File: config.mk
export PLATFORM = sky130hd
export DESIGN_NAME = cdc_handshake_tx_flat
export DESIGN_NICKNAME = d
export VERILOG_FILES = /design/src/rtl/cdc_pkg.sv /design/src/rtl/cdc_handshake_tx_if.sv /design/src/rtl/sync_flop.sv /design/src/rtl/cdc_handshake_tx.sv /design/src/flat_wrapper.sv
export SDC_FILE = /design/constraint.sdc
export NUM_CORES = 1
export LEC_CHECK = 0
export ABC_CLOCK_PERIOD_IN_PS = 2810
export CORE_ASPECT_RATIO = 1.25
export CORE_MARGIN = 4
export CORE_UTILIZATION = 35
export DETAILED_ROUTE_END_ITERATION = 12
export PLACE_DENSITY_LB_ADDON = 0.08
export SLEW_MARGIN = 20
export SYNTH_ARGS = -nofsm -noshare
export SYNTH_HDL_FRONTEND = slang
export SYNTH_SLANG_ARGS = --single-unit
File: constraint.sdc
create_clock -name clk -period 2.81 [get_ports clk]
set_input_delay 0.562 -clock clk [delete_from_list [all_inputs] [get_ports clk]]
set_output_delay 0.562 -clock clk [all_outputs]
set_load 0.02 [all_outputs]
File: src/rtl/cdc_pkg.sv
// Shared types and constants for the req/ack clock-domain crossing blocks.
package cdc_pkg;

  typedef enum logic [1:0] {
    IDLE  = 2'd0,
    REQ   = 2'd1,
    ACKLO = 2'd2
  } state_t;

  localparam int SYNC_STAGES = 2;

endpackage

File: src/rtl/cdc_handshake_tx_if.sv
// Upstream valid/ready port plus the req/data/ack lines crossing to the destination domain.
interface cdc_handshake_tx_if #(
  parameter int DATA_W = 32
);
  logic              s_valid;
  logic [DATA_W-1:0] s_data;
  logic              s_ready;
  logic              tx_req;
  logic [DATA_W-1:0] tx_data;
  logic              rx_ack;

  modport master (
    input  s_valid, s_data, rx_ack,
    output s_ready, tx_req, tx_data
  );

  modport slave (
    output s_valid, s_data, rx_ack,
    input  s_ready, tx_req, tx_data
  );
endinterface

File: src/rtl/sync_flop.sv
// Multi-flop synchroniser bringing an asynchronous level into the clk domain.
module sync_flop
  import cdc_pkg::*;
#(
  parameter int WIDTH  = 1,
  parameter int STAGES = SYNC_STAGES
) (
  input  logic             clk,
  input  logic             rst,
  input  logic [WIDTH-1:0] d,
  output logic [WIDTH-1:0] q
);

  logic [WIDTH-1:0] chain [STAGES];

  always_ff @(posedge clk or posedge rst) begin
    if (rst) begin
      for (int i = 0; i < STAGES; i++) chain[i] <= '0;
    end else begin
      chain[0] <= d;
      for (int i = 1; i < STAGES; i++) chain[i] <= chain[i-1];
    end
  end

  assign q = chain[STAGES-1];

endmodule

File: src/rtl/cdc_handshake_tx.sv
// Source-side sender of a 4-phase req/ack multi-bit crossing: holds one word on
// tx_data while tx_req/rx_ack complete a full handshake cycle.
module cdc_handshake_tx
  import cdc_pkg::*;
#(
  parameter int DATA_W  = 32,
  parameter int CNT_W   = 16,
  parameter int TIMEOUT = 1023,
  parameter int TO_W    = 10
) (
  input  logic                 clk,
  input  logic                 rst,
  cdc_handshake_tx_if.master   bus,
  output logic                 busy,
  output logic [CNT_W-1:0]     xfer_count,
  output logic                 timeout_err
);

  localparam logic [TO_W-1:0] TO_LIM = TO_W'(TIMEOUT);
  localparam bit              TO_EN  = (TIMEOUT != 0);

  state_t            state;
  logic              ack_s;
  logic              s_ready;
  logic              tx_req_r;
  logic [DATA_W-1:0] tx_data_r;
  logic              busy_r;
  logic [CNT_W-1:0]  cnt_r;
  logic              err_r;
  logic [TO_W-1:0]   to_cnt;

  sync_flop #(.WIDTH(1), .STAGES(SYNC_STAGES)) u_ack_sync (
    .clk (clk),
    .rst (rst),
    .d   (bus.rx_ack),
    .q   (ack_s)
  );

  // A still-high ack in IDLE means the destination has not finished the last cycle.
  assign s_ready = ~rst & (state == IDLE) & ~ack_s;

  always_ff @(posedge clk or posedge rst) begin
    if (rst) begin
      state     <= IDLE;
      tx_req_r  <= 1'b0;
      tx_data_r <= '0;
      busy_r    <= 1'b0;
      cnt_r     <= '0;
      err_r     <= 1'b0;
      to_cnt    <= '0;
    end else begin
      case (state)
        IDLE: begin
          to_cnt <= '0;
          if (bus.s_valid && s_ready) begin
            tx_data_r <= bus.s_data;
            tx_req_r  <= 1'b1;
            busy_r    <= 1'b1;
            state     <= REQ;
          end
        end
        REQ: begin
          if (ack_s) begin
            tx_req_r <= 1'b0;
            to_cnt   <= '0;
            state    <= ACKLO;
          end else if (TO_EN) begin
            if (to_cnt == TO_LIM) err_r  <= 1'b1;
            else                  to_cnt <= to_cnt + 1'b1;
          end
        end
        ACKLO: begin
          if (!ack_s) begin
            cnt_r  <= cnt_r + 1'b1;
            busy_r <= 1'b0;
            to_cnt <= '0;
            state  <= IDLE;
          end else if (TO_EN) begin
            if (to_cnt == TO_LIM) err_r  <= 1'b1;
            else                  to_cnt <= to_cnt + 1'b1;
          end
        end
        default: begin
          tx_req_r <= 1'b0;
          busy_r   <= 1'b0;
          to_cnt   <= '0;
          state    <= IDLE;
        end
      endcase
    end
  end

  assign bus.s_ready  = s_ready;
  assign bus.tx_req   = tx_req_r;
  assign bus.tx_data  = tx_data_r;
  assign busy         = busy_r;
  assign xfer_count   = cnt_r;
  assign timeout_err  = err_r;

endmodule

File: src/flat_wrapper.sv
// flat-port wrapper written by rule: the top's interface ports become plain ports
module cdc_handshake_tx_flat import cdc_pkg::*;
#(
  parameter int DATA_W  = 32,
  parameter int CNT_W   = 16,
  parameter int TIMEOUT = 1023,
  parameter int TO_W    = 10
)
  (clk, rst, busy, xfer_count, timeout_err, bus_s_valid, bus_s_data, bus_rx_ack, bus_s_ready, bus_tx_req, bus_tx_data);
  cdc_handshake_tx_if #(.DATA_W(DATA_W)) bus_i ();
  input  logic clk;
  input  logic rst;
  output logic busy;
  output logic [CNT_W-1:0] xfer_count;
  output logic timeout_err;
  input wire logic [$bits(bus_i.s_valid)-1:0] bus_s_valid;
  input wire logic [$bits(bus_i.s_data)-1:0] bus_s_data;
  input wire logic [$bits(bus_i.rx_ack)-1:0] bus_rx_ack;
  output wire logic [$bits(bus_i.s_ready)-1:0] bus_s_ready;
  output wire logic [$bits(bus_i.tx_req)-1:0] bus_tx_req;
  output wire logic [$bits(bus_i.tx_data)-1:0] bus_tx_data;
  assign bus_i.s_valid = bus_s_valid;
  assign bus_i.s_data = bus_s_data;
  assign bus_i.rx_ack = bus_rx_ack;
  assign bus_s_ready = bus_i.s_ready;
  assign bus_tx_req = bus_i.tx_req;
  assign bus_tx_data = bus_i.tx_data;
  cdc_handshake_tx #(.DATA_W(DATA_W), .CNT_W(CNT_W), .TIMEOUT(TIMEOUT), .TO_W(TO_W)) u_core (.clk(clk), .rst(rst), .bus(bus_i), .busy(busy), .xfer_count(xfer_count), .timeout_err(timeout_err));
endmodule
=== After elaboration in Yosys (flattened, before gate mapping) ===
Index checks and enable logic that the tools add are counted.

* Equality and inequality tests: 8
* Bitwise gates (word level): 6
* Reductions and logical operators: 9
* Muxes and demuxes: 17
* Add/subtract/negate cells: 2

{| class="wikitable"
|+ Operators with widths
! cell !! count
|-
| two-way mux 10 bit || 3
|-
| case mux 10 bit (2 select lines) || 1
|-
| adder 16 x 1 -> 16 bit, second input constant || 1
|-
| AND reduction 3 bit || 4
|-
| adder 10 x 1 -> 10 bit, second input constant || 1
|-
| equality test 10 bit, second input constant || 1
|-
| inequality test 2 bit, second input constant || 5
|-
| two-way mux 1 bit || 6
|-
| two-way mux 2 bit || 3
|-
| case mux 1 bit (3 select lines) || 2
|-
| case mux 2 bit (3 select lines) || 1
|-
| inverter 1 bit || 4
|-
| AND reduction 2 bit || 2
|-
| bitwise AND 1 bit || 2
|-
| equality test 2 x 1 -> 1 bit, second input constant || 1
|-
| equality test 2 bit, second input constant || 1
|-
| logical NOT 2 bit || 1
|-
| case mux 1 bit (2 select lines) || 1
|-
| nonzero test 2 bit || 1
|-
| logical AND 1 bit || 1
|}

* Input bits: 36
* Output and inout bits: 52
* Logic and storage cells: 51
* Register bits: 65

=== Depth between registers and ports, before layout ===
* Word-level depth: 6
* Gate-level depth with buffers: 8
* Mapped depth without buffers: 6

=== Hierarchy ===
From an unflattened synthesis, not the netlist that was laid out.

* Cells, all modules: 217
* Area, all modules: 2778.9 um^2

{| class="wikitable"
|+ By module, submodules not included
! module !! area each (um^2) !! seq. area each (um^2) !! cells each !! instances
|-
| cdc_handshake_tx || 2725.1 || 1576.5 || 214 || 1
|-
| sync_flop || 53.8 || 50.0 || 3 || 1
|}

=== Least setup slack after synthesis ===
OpenSTA, ideal clock, no wires.

* Kind: register -> register
* Start point: register u_core.state[1]
* End point: register u_core.state[0]
* Arrival time: 1667 ps
* Path slack: 1016 ps
* Library setup time: 127 ps
* Cell stages (with the launch flop): 7
* Path through: dfrtp_1 inv_1 ha_1 nor3b_4 nand2_2 a21oi_2 mux2_1

* Cells in the longest elaborated chain, start to end: 6

{| class="wikitable"
|+ Ends and longest elaborated chain
! item !! line !! text
|-
| start, declared || cdc_handshake_tx.sv:22 || <nowiki>state_t state;</nowiki>
|-
| start signal, assigned || cdc_handshake_tx.sv:44 || <nowiki>state <= IDLE;</nowiki>
|-
| start signal, assigned || cdc_handshake_tx.sv:59 || <nowiki>state <= REQ;</nowiki>
|-
| start signal, assigned || cdc_handshake_tx.sv:66 || <nowiki>state <= ACKLO;</nowiki>
|-
| logical NOT 2 bit || cdc_handshake_tx.sv:40 || <nowiki>assign s_ready = ~rst & (state == IDLE) & ~ack_s;</nowiki>
|-
| bitwise AND 1 bit (2 in series) || cdc_handshake_tx.sv:40 ||
|-
| named net bus_s_ready || flat_wrapper.sv:19 || <nowiki>output wire logic [$bits(bus_i.s_ready)-1:0] bus_s_ready;</nowiki>
|-
| logical AND 1 bit || cdc_handshake_tx.sv:55 || <nowiki>if (bus.s_valid && s_ready) begin</nowiki>
|-
| inequality test 2 bit (no source line) || - ||
|-
| AND reduction 3 bit (no source line) || - ||
|}

The timed path passes the listed nets, and every way through them passes these cells.
A chain may end at the register's enable or synchronous reset.

=== Worst setup path in the final report ===
* Start point: register u_core.state[1]
* End point: output port bus_s_ready

* Cells in the longest elaborated chain, start to end: 3

{| class="wikitable"
|+ Ends and longest elaborated chain
! item !! line
|-
| logical NOT 2 bit || cdc_handshake_tx.sv:40
|-
| bitwise AND 1 bit (2 in series) || cdc_handshake_tx.sv:40
|-
| end, declared || flat_wrapper.sv:19
|}

No other way between the ends.

==> flow_summary.json <==
{
  "yosysWarnings": 0,
  "die_area_sq_um": 9773,
  "cts_buffer_depth": 2,
  "holdPathStages": 0,
  "grt_overflow": 0,
  "critical_path_required_ns": 2.25,
  "die_w_microns": 89.23,
  "routed_wl_microns": 6358,
  "hold_buffers": 0,
  "rr_endpoint": "u_core.to_cnt[8]",
  "comb_power_share": 0.413,
  "viasPerCell": 4.689,
  "clkPwrFrac": 0.196,
  "layout_common_cells": "nand2_1, clkdlybuf4s50_1, dfrtp_1",
  "holdCritPathClass": "flip-flop to flip-flop",
  "slew_viol_final": 0,
  "p_leak_nw": 1.902,
  "syn_area_per_cell_sq_um": 10.27,
  "maxSlewHeadroom": 0.6709,
  "antenna_found_initial": 0,
  "numCtsBuffers": 9,
  "synth_seq_cells": 65,
  "rr_startpoint": "u_core.state[0]",
  "port_buffers": 87,
  "grt_pass1_wl_microns": 10420,
  "clkTransAtPathRegs_ns": 0.07,
  "hold_end": "u_core.u_ack_sync.q",
  "dpl.hpwl_microns": 4565,
  "core_region_area_sq_um": 7928,
  "start_kind": "flip-flop",
  "drt.antenna.violating_nets": 0,
  "grt_max_degree": 33,
  "fin_area_sq_um": 4033,
  "drc_errors": 0,
  "drive_above_1_share": 0.09711,
  "netSwitchingFraction": 0.3639,
  "hold_viol_final": 0,
  "synth-edff-count": 0,
  "synthesis.area_sq_um": 2887,
  "cts_resized": 0,
  "fmax_mhz": 387.7,
  "setup_viol": 0,
  "maxCapViolCount": 0,
  "fin_skew_ns": 0.008592,
  "start_util": 0.3641,
  "multi_input_area_sq_um": 1159,
  "rsz0062_at_grt": "no",
  "critPathMaxFanout": 5,
  "finalCritPeriodShare": 0.9180,
  "die_h_microns": 109.5,
  "cts_setup_buffers": 0,
  "final-seq-area_sq_um": 1627,
  "ys_seq_area_frac": 0.5635,
  "cts_sinks": 65,
  "irDropWorstVdd_mv": 0.4228,
  "clk_root_buffer_cell": "clkbuf_8",
  "gp_congestion": 0.7274,
  "mostFrequentLayoutCell": "nand2_1",
  "area_delta_synth_final_pct": 39.71,
  "fin_util": 0.5087,
  "status": "completed",
  "synth_top_flop_cell": "dfrtp_1",
  "wire_per_inst_microns": 13.36,
  "clk_latency_ns": 0.34,
  "vias": 2232,
  "grt_use_total": 0.1392,
  "min_period_ns": 2.580,
  "drt_iter0_drc": 91,
  "yosysUniqueCellTypes": 46,
  "async_reset_ff_frac": 1.000,
  "grt_pass1_vias": 2159,
  "cts-htree-levels": 3,
  "worstPathArrival_ns": 2.02,
  "finalSetupTns_ns": 0,
  "fill_cells": 744,
  "internal-power_mw": 2.304,
  "worst-setup-path-type": "flip-flop to output port",
  "num_rows": 36,
  "p_per_area_nw_per_um2": 898.2,
  "cts_tree": "built",
  "p_seq_frac": 0.391,
  "nNetsFinal": 418,
  "hold_start": "u_core.u_ack_sync.chain[1]",
  "synthesis.nets": 323,
  "place_area_sq_um": 3859,
  "firstDrtPassIters": 4,
  "max_slew.worst_pin.slew_ns": 0.4930,
  "power.switching_mw": 1.318,
  "critPathCaptureType": "output port",
  "synth_cells": 281,
  "ioPinCount": 88,
  "ff2ff_path_depth": 6,
  "n_antenna_cell": 0,
  "rrSetupSlack_ns": 0.98
}
cells by family after synthesis:
group,count (synthesis),share of synthesized area
adder cells (fa/ha/maj),6,0.02601
flip-flops,65,0.5635
buffers and inverters,16,0.03511
multiplexers,3,0.01127
AO/OA/AOI/OAI,23,0.05506
XOR/XNOR,18,0.05462
AND/OR/NAND/NOR,150,0.2544
sequential cells by signal, indices dropped and copies added (netlist names):
| register | cells |
|---|---|
| u_core.bus.tx_data | 32 |
| u_core.bus.tx_req | 1 |
| u_core.busy | 1 |
| u_core.state | 2 |
| u_core.timeout_err | 1 |
| u_core.to_cnt | 10 |
| u_core.u_ack_sync.chain | 1 |
| u_core.u_ack_sync.q | 1 |
| u_core.xfer_count | 16 |
worst max path at each step:
stage / start / to / slack (ns) / cells past startpoint
after detailed placement: rst / bus_s_ready / 0.33 / 3
after floorplan: rst / u_core.bus.tx_data[0] / 0.62 / 1
after CTS: u_core.state[1] / bus_s_ready / 0.20 / 4
after global routing: u_core.state[1] / bus_s_ready / 0.11 / 4
after global placement: rst / bus_s_ready / 0.36 / 3
final: u_core.state[1] / bus_s_ready / 0.23 / 4
power groups by stage:
| stage | Sequential (mW) | Clock (mW) | Combinational, mW |
|---|---|---|---|
| 2_1_floorplan | 1.76 | 0 | 0.466 |
| 3_3_place_gp | 1.42 | 0 | 1.52 |
| 3_5_place_dp | 1.44 | 0 | 1.52 |
| 4_1_cts | 1.42 | 0.742 | 1.53 |
| 5_1_grt | 1.46 | 0.785 | 1.64 |
| 6_report | 1.42 | 0.709 | 1.50 |
cells in the mapped netlist (all sizes together) (2+ instances only):
library cell  instances  area share
a211oi                2      0.0069
a21oi                 8       0.015
and2                  2      0.0043
and4                  3      0.0091
buf                   6       0.022
clkbuf                3      0.0039
dfrtp                65        0.56
ha                    6       0.026
inv                   7      0.0091
mux2                  2      0.0078
nand2               103        0.14
nand2b                2      0.0043
nand3                10       0.023
nand4                 5       0.011
nor2                 12       0.016
nor2b                 3      0.0065
nor3                  3      0.0091
o21ai                 4      0.0069
or2                   2      0.0043
xnor2                11       0.033
xor2                  7       0.021
area by class of cell:
type / count / share of cell area
Timing Repair Buffer: 93 / 0.2302
Inverter: 7 / 0.006516
Clock inverter: 3 / 0.003723
Sequential cell: 65 / 0.4034
Tap cell: 95 / 0.02948
Multi-Input combinational cell: 200 / 0.2873
Clock buffer: 13 / 0.03940
per-layer routing:
metal,vias up,wire length (microns),global-route usage
met1,1049,2671,0.1702
met2,63,3088,0.2229
met5,-,0,0
met4,0,126,0.06064
met3,12,472,0.04498
li1,1108,-,-
critical path: stages (launching register included):
cell and delay (ns):
dfrtp_1 0.41, inv_1 0.11, ha_1 0.26, nor3b_4 0.26, clkdlybuf4s50_1 0.64
per-stage QoR:
stage               power (mW)  cells  hold slack, ns  worst slack [ns]
floorplan                2.223    281          0.3312            0.6215
global placement         2.939    460          0.3411            0.3570
detailed placement       2.956    460          0.3379            0.3311
CTS                      3.692    476          0.3590            0.1954
global route             3.887    476          0.3758            0.1066
finish                   3.622    476          0.3572            0.2305
Power figures use the tool's default switching activity.
